==> src/rtl/clk_ratio_pkg.sv <==
// Shared types and default sizing for the clock-ratio detector.
package clk_ratio_pkg;
  typedef enum logic {IDLE, MEAS} cr_state_t;

  localparam int unsigned CNT_W_DEF    = 8;
  localparam int unsigned LOCK_CNT_DEF = 4;
endpackage

==> src/rtl/clk_ratio_edge_det.sv <==
// Rising-edge detector for div_in; CLK_RATIO_SYNC_EN adds a 2-flop synchronizer.
module clk_ratio_edge_det (
  input  logic clk,
  input  logic rst,
  input  logic div_in,
  output logic div_s,
  output logic rise
);
  logic div_d;

`ifdef CLK_RATIO_SYNC_EN
  logic [1:0] sync;

  // Reset to 1 so a high div_in at reset release does not look like a rise.
  always_ff @(posedge clk) begin
    if (rst) sync <= '1;
    else     sync <= {sync[0], div_in};
  end

  assign div_s = sync[1];
`else
  assign div_s = div_in;
`endif

  always_ff @(posedge clk) begin
    if (rst) div_d <= 1'b1;
    else     div_d <= div_s;
  end

  assign rise = div_s & ~div_d;
endmodule

==> src/rtl/clk_ratio_detector.sv <==
// Measures period/high time of a divided clock and reports lock/overflow.
// Optional input synchronizer: define CLK_RATIO_SYNC_EN.
module clk_ratio_detector
  import clk_ratio_pkg::*;
#(
  parameter int unsigned CNT_W    = CNT_W_DEF,
  parameter int unsigned LOCK_CNT = LOCK_CNT_DEF
) (
  input  logic             clk,
  input  logic             rst,
  input  logic             div_in,
  output logic [CNT_W-1:0] period,
  output logic [CNT_W-1:0] high_cnt,
  output logic             meas_valid,
  output logic             locked,
  output logic             ovf
);
  localparam int unsigned     SW     = $clog2(LOCK_CNT + 1);
  localparam logic [SW-1:0]   LOCK_V = SW'(LOCK_CNT);
  localparam logic [CNT_W-1:0] ONE   = CNT_W'(1);

  cr_state_t        state;
  logic [CNT_W-1:0] per_cnt;
  logic [CNT_W-1:0] hi_cnt;
  logic [SW-1:0]    stab_cnt;
  logic [SW-1:0]    stab_next;
  logic             first_meas;
  logic             div_s;
  logic             rise;

  clk_ratio_edge_det u_edge (
    .clk    (clk),
    .rst    (rst),
    .div_in (div_in),
    .div_s  (div_s),
    .rise   (rise)
  );

  always_comb begin
    stab_next = stab_cnt;
    if (stab_cnt != LOCK_V) stab_next = stab_cnt + SW'(1);
  end

  always_ff @(posedge clk) begin
    if (rst) begin
      state      <= IDLE;
      per_cnt    <= '0;
      hi_cnt     <= '0;
      period     <= '0;
      high_cnt   <= '0;
      meas_valid <= 1'b0;
      locked     <= 1'b0;
      ovf        <= 1'b0;
      stab_cnt   <= '0;
      first_meas <= 1'b1;
    end else begin
      meas_valid <= 1'b0;
      unique case (state)
        IDLE: begin
          if (rise) begin
            per_cnt <= ONE;
            hi_cnt  <= ONE;
            state   <= MEAS;
          end
        end
        MEAS: begin
          if (rise) begin
            period     <= per_cnt;
            high_cnt   <= hi_cnt;
            meas_valid <= 1'b1;
            ovf        <= 1'b0;
            per_cnt    <= ONE;
            hi_cnt     <= ONE;
            first_meas <= 1'b0;
            // The first period after IDLE only seeds the reference value.
            if (!first_meas && per_cnt == period) begin
              stab_cnt <= stab_next;
              locked   <= (stab_next == LOCK_V);
            end else begin
              stab_cnt <= '0;
              locked   <= 1'b0;
            end
          end else if (per_cnt == '1) begin
            ovf        <= 1'b1;
            locked     <= 1'b0;
            stab_cnt   <= '0;
            first_meas <= 1'b1;
            state      <= IDLE;
          end else begin
            per_cnt <= per_cnt + ONE;
            hi_cnt  <= hi_cnt + CNT_W'(div_s);
          end
        end
      endcase
    end
  end
endmodule

==> config.mk <==
export PLATFORM = sky130hd
export DESIGN_NAME = clk_ratio_detector
export DESIGN_NICKNAME = d
export VERILOG_FILES = /design/src/rtl/clk_ratio_pkg.sv /design/src/rtl/clk_ratio_edge_det.sv /design/src/rtl/clk_ratio_detector.sv
export SDC_FILE = /design/constraint.sdc
export NUM_CORES = 1
export LEC_CHECK = 0
export CAP_MARGIN = 20
export CORE_MARGIN = 10
export CORE_UTILIZATION = 50
export DETAILED_ROUTE_END_ITERATION = 12
export GPL_ROUTABILITY_DRIVEN = 0
export PLACE_DENSITY = 0.84
export SYNTH_ARGS = -nofsm -noshare
export SYNTH_HDL_FRONTEND = slang
export SYNTH_HIERARCHICAL = 1
export SYNTH_SLANG_ARGS = --single-unit
==> constraint.sdc <==
create_clock -name clk -period 1.77 [get_ports clk]
set_input_delay 0.354 -clock clk [delete_from_list [all_inputs] [get_ports clk]]
set_output_delay 0.354 -clock clk [all_outputs]
set_load 0.01 [all_outputs]
==> qor.txt <==
Run status = finished, final reports clean
Post-synth top flop = dfxtp_1
Critical Path RT = 1.99 ns
H-tree levels = 2
Global-route wire length before repair = 6840 um
Nature of the critical path startpoint = primary input
Lkg Pwr = 0.859 nW
Worst Setup SP = div_in
Tot Pwr = 1.57 mW
Maximum fanout along the worst path = 3
Initial antenna violation count = 0
Max clock buf depth = 2
Register area share after synthesis = 42.6%
Syn_area_per_cell = 9.04 um^2
Area Growth Syn to Fin = 19.7%
Slew @ Worst Pin = 0.383 ns
Drt pass-1 iters = 4
CTS tree = yes
Worst hold path startpoint = high_cnt[1]
Vias in the first global route = 1496
Via density = 5.43
ANT cells = 0
Final nets = 249
Async S/R FF share, synth = 0%
Total CTS buffers = 5
Hold Fails Final Rpt = 0
FF-to-FF Start = per_cnt[0]
Global route overflow = 0
Placed cell area = 2230 um^2
Commonest non-fill, non-tap cells in the layout = dfxtp_1 (41), nand2_1 (35), a21oi_1 (25)
Worst rel slew slack = 74.3%
Power Dens Cells = 683 nW/um^2
CP Capture Type = flip-flop
Total Wirelength = 3940 um
Fmax achieved = 625 MHz
DR iter-0 viols = 73
Layout Cells excl Fill = 288
Via count = 1565
CORE AREA = 3690 um^2
Final WS setup = 0.169 ns
WL per Instance = 13.7 um
Final core occ = 62.5%
Peak VDD IR = 508 uV
Port-buffer cells = 21
Cells after synthesis = 213
Arr. time, crit path = 1.82 ns
Net Count, Synth = 221
Final period utilization = 90.5%
Post-synth EDFFs = 0
Yosys cell types = 46
Routed Antenna Nets = 0
Unrepaired setup endpoints after global routing = no
Setup bufs post-CTS = 0
Die Footprint = 6730 um^2
Clk slew on worst S/H paths = 0.07 ns
Number of fill cells = 337
Initial Utilization = 52.2%
Placed Cells = 282
Clock Sink Count = 41
Dpl hpwl = 2950 um
Most common cell after layout, fill and taps aside = dfxtp_1
FF+latch count, synth = 41
Slew Limit Fails = 0
Worst-Skew Late Latency = 0.28 ns
Dpl ws = -0.121 ns
Largest net degree at the start of global routing = 19
I/O pins = 22
Final setup vio count = 0
Die height = 82.1 um
Max cap viols = 0
DRC = 0
Synth Warn # = 6
Hold Crit Class = flip-flop to flip-flop
Clk_skew = 0.0102 ns
Root buffer cell = clkbuf_8
Crit path kind = primary input to flip-flop
GRT Resource Usage Total = 12.5%
Synth Cell Area = 1930 um^2
Min Tclk post-route = 1.60 ns
Post-route cell area = 2300 um^2
Die width = 82.1 um
Placement Rows = 22
Fraction of layout cells with a size suffix above 1 = 15.0%
## where the power goes
part	total [mW]	internal (mW)	switching [mW]
combinational	0.0876	0.0376	0.0500
sequential	0.937	0.930	0.00742
clock	0.549	0.259	0.289
## state kept, by name (all words and copies together) (netlist names)
name and count:
state 1, hi_cnt 8, period 8, u_edge/div_d 1
ovf 1, per_cnt 8, meas_valid 1, first_meas 1
high_cnt 8, stab_cnt 3, locked 1
## area by class of cell
cell class	instances	area, um^2	area share, %
multi-input cells	154	1020	44.2
flip-flops and latches	41	821	35.6
repair buffers	35	315	13.7
clock buffers	5	68.8	2.99
well taps	48	60.1	2.61
inverters	4	15.0	0.651
clock inverters	1	5.00	0.217
## worst paths after layout
kind / endpoint / slack, ns / cells after the start
worst max-delay path: hi_cnt[7] / 0.17 / 6
worst min-delay path: high_cnt[1] / 0.46 / 2
worst max register to register: hi_cnt[0] / 0.18 / 5
worst min register to register: high_cnt[1] / 0.46 / 2
## cell usage after synthesis (2+ instances only)
| cell | count | area share, % |
|---|---|---|
| or2_1 | 2 | 0.65 |
| a41oi_1 | 2 | 0.91 |
| nor2_1 | 13 | 2.5 |
| clkbuf_1 | 6 | 1.2 |
| nor2b_1 | 2 | 0.65 |
| nand2_1 | 35 | 6.8 |
| inv_2 | 2 | 0.39 |
| nand4_1 | 4 | 1.3 |
| or3_1 | 2 | 0.65 |
| a211oi_2 | 2 | 1.3 |
| o21ai_1 | 2 | 0.52 |
| o21ai_0 | 2 | 0.52 |
| mux2i_1 | 3 | 1.6 |
| o211ai_1 | 4 | 1.6 |
| ha_1 | 5 | 3.2 |
| a21oi_1 | 25 | 6.5 |
| inv_1 | 2 | 0.39 |
| dfxtp_1 | 41 | 43 |
| nand3_1 | 4 | 1.0 |
| a311oi_1 | 2 | 0.91 |
| and3_1 | 4 | 1.3 |
| a22o_1 | 2 | 0.91 |
| xnor2_1 | 4 | 1.8 |
| buf_2 | 4 | 1.0 |
| nor3_1 | 3 | 0.78 |
| xor2_1 | 13 | 5.9 |
| buf_4 | 4 | 1.6 |
## kinds of logic after synthesis
logic type | synth area share, %
xor+xnor | 7.73
flops | 42.6
compound gates | 16.6
buf+inv | 4.55
simple gates | 23.7
mux | 1.56
fa+ha+maj | 3.25
## through the flow
stage / TNS [ns] / hold WS (ns)
2_1_floorplan: 0 / 0.437
3_3_place_gp: -0.881 / 0.444
3_5_place_dp: -1.94 / 0.450
4_1_cts: 0 / 0.460
5_1_grt: 0 / 0.478
6_report: 0 / 0.457
## worst max-delay path, cell delays in order
cell and delay [ns]:
clkdlybuf4s50_1 0.50, ha_1 0.18, and3_1 0.18, o211ai_1 0.11
or3_1 0.35, a21oi_1 0.13
## per-layer routing
metal	vias to the layer above	share of wire [%]	track usage [%]
li1	794	-	-
met1	731	44	14.7
met2	34	47	20.9
met3	6	6.7	4.37
met4	0	1.7	3.91
met5	-	0	0
## what timing repair did
action,CTS,global route
hold buffers,0,0
setup endpoints to repair,0,1
resized for setup,0,1
Power figures use the tool's default switching activity.
